[src/rtl/m_serial_pkg.sv]
// Shared definitions for the serial link pair m_s_to_p / m_p_to_s:
// default word width, FSM state encoding and bit-counter width helper.
package m_serial_pkg;

  localparam int unsigned WORD_DEFAULT = 8;

  typedef enum logic [1:0] {
    ST_IDLE     = 2'd0,
    ST_ALIGN    = 2'd1,
    ST_SHIFT    = 2'd2,
    ST_WAIT_LOW = 2'd3
  } state_t;

  // Counter must be able to hold the value WORD itself
  function automatic int unsigned cnt_width(input int unsigned word);
    return $clog2(word + 1);
  endfunction

endpackage

[src/rtl/m_s_to_p_hold.sv]
// One-entry output buffer: captures completed words, releases them on
// out_ready, and flags a sticky overrun when a word arrives while full.
module m_s_to_p_hold import m_serial_pkg::*; #(
  parameter int unsigned WORD = WORD_DEFAULT
) (
  input  logic            clk,
  input  logic            reset,
  input  logic            load,
  input  logic [WORD-1:0] load_data,
  input  logic            out_ready,
  input  logic            clr_err,
  output logic [WORD-1:0] data_out,
  output logic            out_valid,
  output logic            overrun
);

  logic [WORD-1:0] data_r;
  logic            valid_r;
  logic            overrun_r;
  logic            drain_s;
  logic            accept_s;
  logic            lost_s;

  // a drain on the same edge frees the slot for the incoming word
  always_comb begin
    drain_s = valid_r & out_ready;
    if (load && (!valid_r || drain_s)) begin
      accept_s = 1'b1;
      lost_s   = 1'b0;
    end else if (load) begin
      accept_s = 1'b0;
      lost_s   = 1'b1;
    end else begin
      accept_s = 1'b0;
      lost_s   = 1'b0;
    end
  end

  // buffer contents, valid flag and sticky overrun
  always_ff @(posedge clk) begin
    if (reset) begin
      data_r    <= '0;
      valid_r   <= 1'b0;
      overrun_r <= 1'b0;
    end else begin
      if (accept_s) begin
        data_r  <= load_data;
        valid_r <= 1'b1;
      end else if (drain_s) begin
        valid_r <= 1'b0;
      end
      if (lost_s) begin
        overrun_r <= 1'b1;
      end else if (clr_err) begin
        overrun_r <= 1'b0;
      end
    end
  end

  assign data_out  = data_r;
  assign out_valid = valid_r;
  assign overrun   = overrun_r;

endmodule

[src/rtl/m_s_to_p.sv]
// Serial-to-parallel receiver: framed by start, MSB first, with a one-cycle
// alignment slot before the first sample and a one-entry output buffer.
module m_s_to_p import m_serial_pkg::*; #(
  parameter int unsigned WORD = WORD_DEFAULT
) (
  input  logic            clk,
  input  logic            reset,
  input  logic            start,
  input  logic            data_i,
  input  logic            out_ready,
  input  logic            clr_err,
  output logic [WORD-1:0] data_out,
  output logic            out_valid,
  output logic            done,
  output logic            frame_err,
  output logic            overrun
);

  localparam int unsigned     CW       = cnt_width(WORD);
  localparam logic [CW-1:0]   LAST_CNT = CW'(WORD - 1);

  state_t          state_r;
  logic [CW-1:0]   cnt_r;
  logic [WORD-1:0] shift_r;
  logic            done_r;
  logic            frame_err_r;
  logic [WORD-1:0] word_s;
  logic            complete_s;

  // completed word is formed combinationally so the buffer loads on the completion edge
  always_comb begin
    word_s = {shift_r[WORD-2:0], data_i};
    if ((state_r == ST_SHIFT) && start && (cnt_r == LAST_CNT)) begin
      complete_s = 1'b1;
    end else begin
      complete_s = 1'b0;
    end
  end

  // framing FSM, bit counter, shifter and status pulses
  always_ff @(posedge clk) begin
    if (reset) begin
      state_r     <= ST_IDLE;
      cnt_r       <= '0;
      shift_r     <= '0;
      done_r      <= 1'b0;
      frame_err_r <= 1'b0;
    end else begin
      done_r      <= 1'b0;
      frame_err_r <= 1'b0;
      case (state_r)
        ST_IDLE: begin
          if (start) state_r <= ST_ALIGN;
        end
        ST_ALIGN: begin
          if (start) begin
            state_r <= ST_SHIFT;
            cnt_r   <= '0;
            shift_r <= '0;
          end else begin
            state_r <= ST_IDLE;
          end
        end
        ST_SHIFT: begin
          if (!start) begin
            state_r     <= ST_IDLE;
            frame_err_r <= 1'b1;
          end else begin
            shift_r <= word_s;
            cnt_r   <= cnt_r + CW'(1'b1);
            if (complete_s) begin
              done_r  <= 1'b1;
              state_r <= ST_WAIT_LOW;
            end
          end
        end
        ST_WAIT_LOW: begin
          if (!start) state_r <= ST_IDLE;
        end
        default: state_r <= ST_IDLE;
      endcase
    end
  end

  m_s_to_p_hold #(.WORD(WORD)) u_hold (
    .clk       (clk),
    .reset     (reset),
    .load      (complete_s),
    .load_data (word_s),
    .out_ready (out_ready),
    .clr_err   (clr_err),
    .data_out  (data_out),
    .out_valid (out_valid),
    .overrun   (overrun)
  );

  assign done      = done_r;
  assign frame_err = frame_err_r;

endmodule

[config.mk]
export PLATFORM = sky130hd
export DESIGN_NAME = m_s_to_p
export DESIGN_NICKNAME = d
export VERILOG_FILES = /design/src/rtl/m_serial_pkg.sv /design/src/rtl/m_s_to_p_hold.sv /design/src/rtl/m_s_to_p.sv
export SDC_FILE = /design/constraint.sdc
export NUM_CORES = 1
export LEC_CHECK = 0
export CAP_MARGIN = 0
export CORE_MARGIN = 3
export CORE_UTILIZATION = 54
export DETAILED_ROUTE_END_ITERATION = 10
export DONT_BUFFER_PORTS = 1
export PLACE_DENSITY = 0.8
export RECOVER_POWER = 50
export SLEW_MARGIN = 10
export SYNTH_ARGS = -nofsm -noshare
export SYNTH_HDL_FRONTEND = slang
export SYNTH_SLANG_ARGS = --single-unit
[constraint.sdc]
create_clock -name clk -period 1.2 [get_ports clk]
set_input_delay 0.06 -clock clk [delete_from_list [all_inputs] [get_ports clk]]
set_output_delay 0.06 -clock clk [all_outputs]
set_load 0.05 [all_outputs]
==> impl_metrics.csv <==
group,metric,value,unit
clock_network,clockBufferDepth,2,
logic_synthesis,yosys.cell_types.count,33,
placement,place_hpwl,1.68,mm
pwr,vdd_ir_drop_max,0.000767,V
min_path,hold_path_startpoint,"reset",
route,drt_iter0_drc,32,
global_routing,antenna_found_initial,0,
clock_network,cts_buffers,3,
critical_path,ff2ff_path_depth,4,
clock_network,cts_htree_levels,1,
global_routing,grt_pass1_wl,4.53,mm
clock_network,cts_tree,"done",
critical_path,path_buf_inv,1,
sta,fmax,760,MHz
critical_path,r2r-start,"cnt_r[1]",
logic_synthesis,yosysTopAreaCell,"dfxtp_1",
finish,ff_latch_area,515,sq um
clock_network,cts_root_buf,"clkbuf_4",
global_routing,grt_pass1_vias,1018,
die,core-area,0.00200,sq mm
logic_synthesis,synth_top_area_share,42.8,%
route,routed_wl,2.68,mm
clock_network,postCtsHoldBufs,17,
die,die_area,0.00276,sq mm
clock_network,clk_pin_slew,0.13,ns
critical_path,cp-end-kind,"flop",
sta,period_share,110,%
finish,area_growth,34.3,%
global_routing,track_usage,22.0,%
logic_synthesis,synth_area_leaders,"dfxtp_1, nand2b_1, mux2i_1",
finish,diodes,0,
logic_synthesis,ys_ff_latch,25,
critical_path,slowest_stage,"or4_4",
pwr,p_leak,0.000545,uW
die,initial_utilization,58.4,%
logic_synthesis,ys.warnings.count,0,
finish,nFillCells,144,
status,status,"finished, violations left",
route,num_vias,1023,
critical_path,slowest_delay,0.45,ns
pwr,p_per_area,829,mW/mm^2
sta,whs,-0.215,ns
critical_path,r2r_end,"cnt_r[3]",
critical_path,crit_fanout,3,
critical_path,cp.arrival,1.56,ns
sta,rsz0062_at_grt,"yes",
die,row_count,16,
logic_synthesis,syn_area_per_cell,9.36,sq um
finish,final_nets,166,
finish,drive_gt1_share,26.6,%
logic_synthesis,yosysSeqAreaShare,42.8,%
placement,port_buffers,0,
finish,multi_input_area,642,sq um
logic_synthesis,postSynthCellCount,125,
min_path,hp-class,"in -> reg",
job,maxCapViolCount,0,
status,violations,"negative hold slack, negative setup slack",
sta,finalMaxSlewViolations,0,
clock_network,insertion_delay,0.31,ns
clock_network,clock_sinks,25,
critical_path,r2r_slack,-0.12,ns
route,vias_per_cell,5.53,
route,drt_pre_antenna_iters,4,
sta,setup_violations,10,
sta,slew_headroom,68.5,%
sta,fin_crit,1.32,ns
sta,final.setup.tns,-0.685,ns
sta,hold_viol_final,18,
die,die_h,52.5,microns
route,remaining_drc_errors,0,
sta,tightest_slew,0.472,ns
global_routing,globalRouteOverflowTotal,0,
route,wl_per_cell,14.5,microns
logic_synthesis,synth_area,0.00117,sq mm
sta,fin_ws,-0.116,ns
critical_path,crit_type,"reg -> reg",
critical_path,crit_chain,"buf_4 > nand4b_1 > or4_4 > a31oi_4",
die,die_w,52.5,microns
route,final_antenna_net_count,0,
min_path,hold_path_end,"cnt_r[2]",
global_routing,grt_max_degree,33,
sta,final.setup_skew,0.00128,ns
logic_synthesis,syn-num-nets,132,
die,pin_count,18,
min_path,min_path_cells,1,
placement,place.gp.congestion,0.766,
critical_path,critPathTopFamily,"simple AND/OR/NAND/NOR gates",
placement,pre_cts_slack,-0.110,ns
critical_path,worstPathRequired,1.45,ns
critical_path,critPathLaunchType,"flop",
through the flow:
| step | cell area, sq um | std cells | total power [uW] | utilization, % | hold slack (ns) |
|---|---|---|---|---|---|
| after floorplan | 1200 | 125 | 935 | - | 0.215 |
| after global placement | 1320 | 164 | 934 | 66.1 | 0.125 |
| after detailed placement | 1320 | 164 | 938 | 66.1 | 0.127 |
| after CTS | 1520 | 185 | 1300 | 76.1 | -0.215 |
| after global routing | 1570 | 185 | 1340 | 78.5 | -0.227 |
| final | 1570 | 185 | 1300 | 78.5 | -0.215 |
worst register-to-register path: stages, from the launching register on:
cell	delay [ns]
dfxtp_2	0.37
buf_4	0.12
nand4b_1	0.13
or4_4	0.45
a31oi_4	0.18
cell usage in the layout (no fill, tap or decap), types with 2 or more instances in the layout:
| cell type | n |
|---|---|
| or2b_1 | 2 |
| nor2_1 | 11 |
| a222oi_1 | 5 |
| nor3b_1 | 3 |
| inv_1 | 2 |
| o21ai_0 | 2 |
| nand2b_1 | 19 |
| nor2b_1 | 4 |
| buf_6 | 2 |
| buf_4 | 20 |
| nand2_1 | 2 |
| dfxtp_4 | 3 |
| and2b_1 | 4 |
| dfxtp_2 | 3 |
| clkbuf_4 | 3 |
| nand4b_1 | 2 |
| dlygate4sd3_1 | 17 |
| mux2i_1 | 8 |
| dfxtp_1 | 19 |
| a21oi_1 | 6 |
repair_timing:
item	CTS	global route
pin swaps	1	6
setup endpoints to repair	14	18
resized for setup	3	13
buffers inserted	0	0
endpoints found under the hold margin	25	18
power by group:
group | leakage [uW] | switching (uW) | internal, uW
Sequential | 0.000205 | 10.9 | 832
Clock | 0.0000150 | 239 | 130
Combinational | 0.000325 | 39.1 | 51.2
Total | 0.000545 | 289 | 1010
Yosys cell counts:
library cell   n
a32oi_1        1
dfxtp_1       25
nor3b_2        1
nand4b_1       2
nand2b_1      19
inv_2          1
nor2_1        11
nor3_1         1
nand3_1        1
mux2i_1        8
buf_2          3
inv_1          2
a211oi_1       1
or2b_1         2
buf_6          2
buf_4          2
clkbuf_1       3
or3_1          1
a222oi_1       5
and4bb_2       1
a221oi_1       2
nand4_1        1
and2_1         2
nor2b_1        4
nand2_1        2
o21ai_0        3
or4_1          1
and2b_1        4
nor3b_1        3
a21bo_2        1
a31oi_1        2
a21oi_1        7
ha_1           1
worst max-delay path by stage:
| stage | startpoint | end | slack, ns | cells after the start |
|---|---|---|---|---|
| finish | cnt_r[1] | cnt_r[3] | -0.12 | 4 |
| global route | cnt_r[1] | cnt_r[3] | -0.16 | 4 |
| CTS | cnt_r[1] | cnt_r[3] | -0.15 | 4 |
| detailed placement | state_r[0] | cnt_r[3] | -0.11 | 3 |
| global placement | state_r[0] | cnt_r[3] | -0.03 | 3 |
| floorplan | state_r[0] | shift_r[2] | 0.004 | 5 |
routing by layer:
metal,share of wire (%),track usage (%)
met1,43,27.4
met3,4.6,3.70
met5,0,0
met2,52,38.0
met4,0.89,7.23
final cells by class:
class / count / area share (%)
clock buffer: 4 / 1.67
inverter: 3 / 0.717
multi-input combinational: 87 / 40.8
sequential: 25 / 32.8
tap: 27 / 2.15
timing repair buffer: 39 / 21.8
kinds of logic (layout without fill, tap and decap cells):
kind of cell,Yosys count,in the layout,synth area share [%]
flops,25,25,42.8
fa+ha+maj,1,1,1.07
compound gates,22,22,13.4
buf+inv,13,46,6.42
mux,8,8,6.85
simple gates,56,56,29.5
flip-flops by register name, summed over array words and instances (netlist names):
register	cells
done	1
cnt_r	4
u_hold.out_valid	1
shift_r	7
state_r	2
frame_err	1
u_hold.data_out	8
u_hold.overrun	1
(Power assumes the default switching activity.)
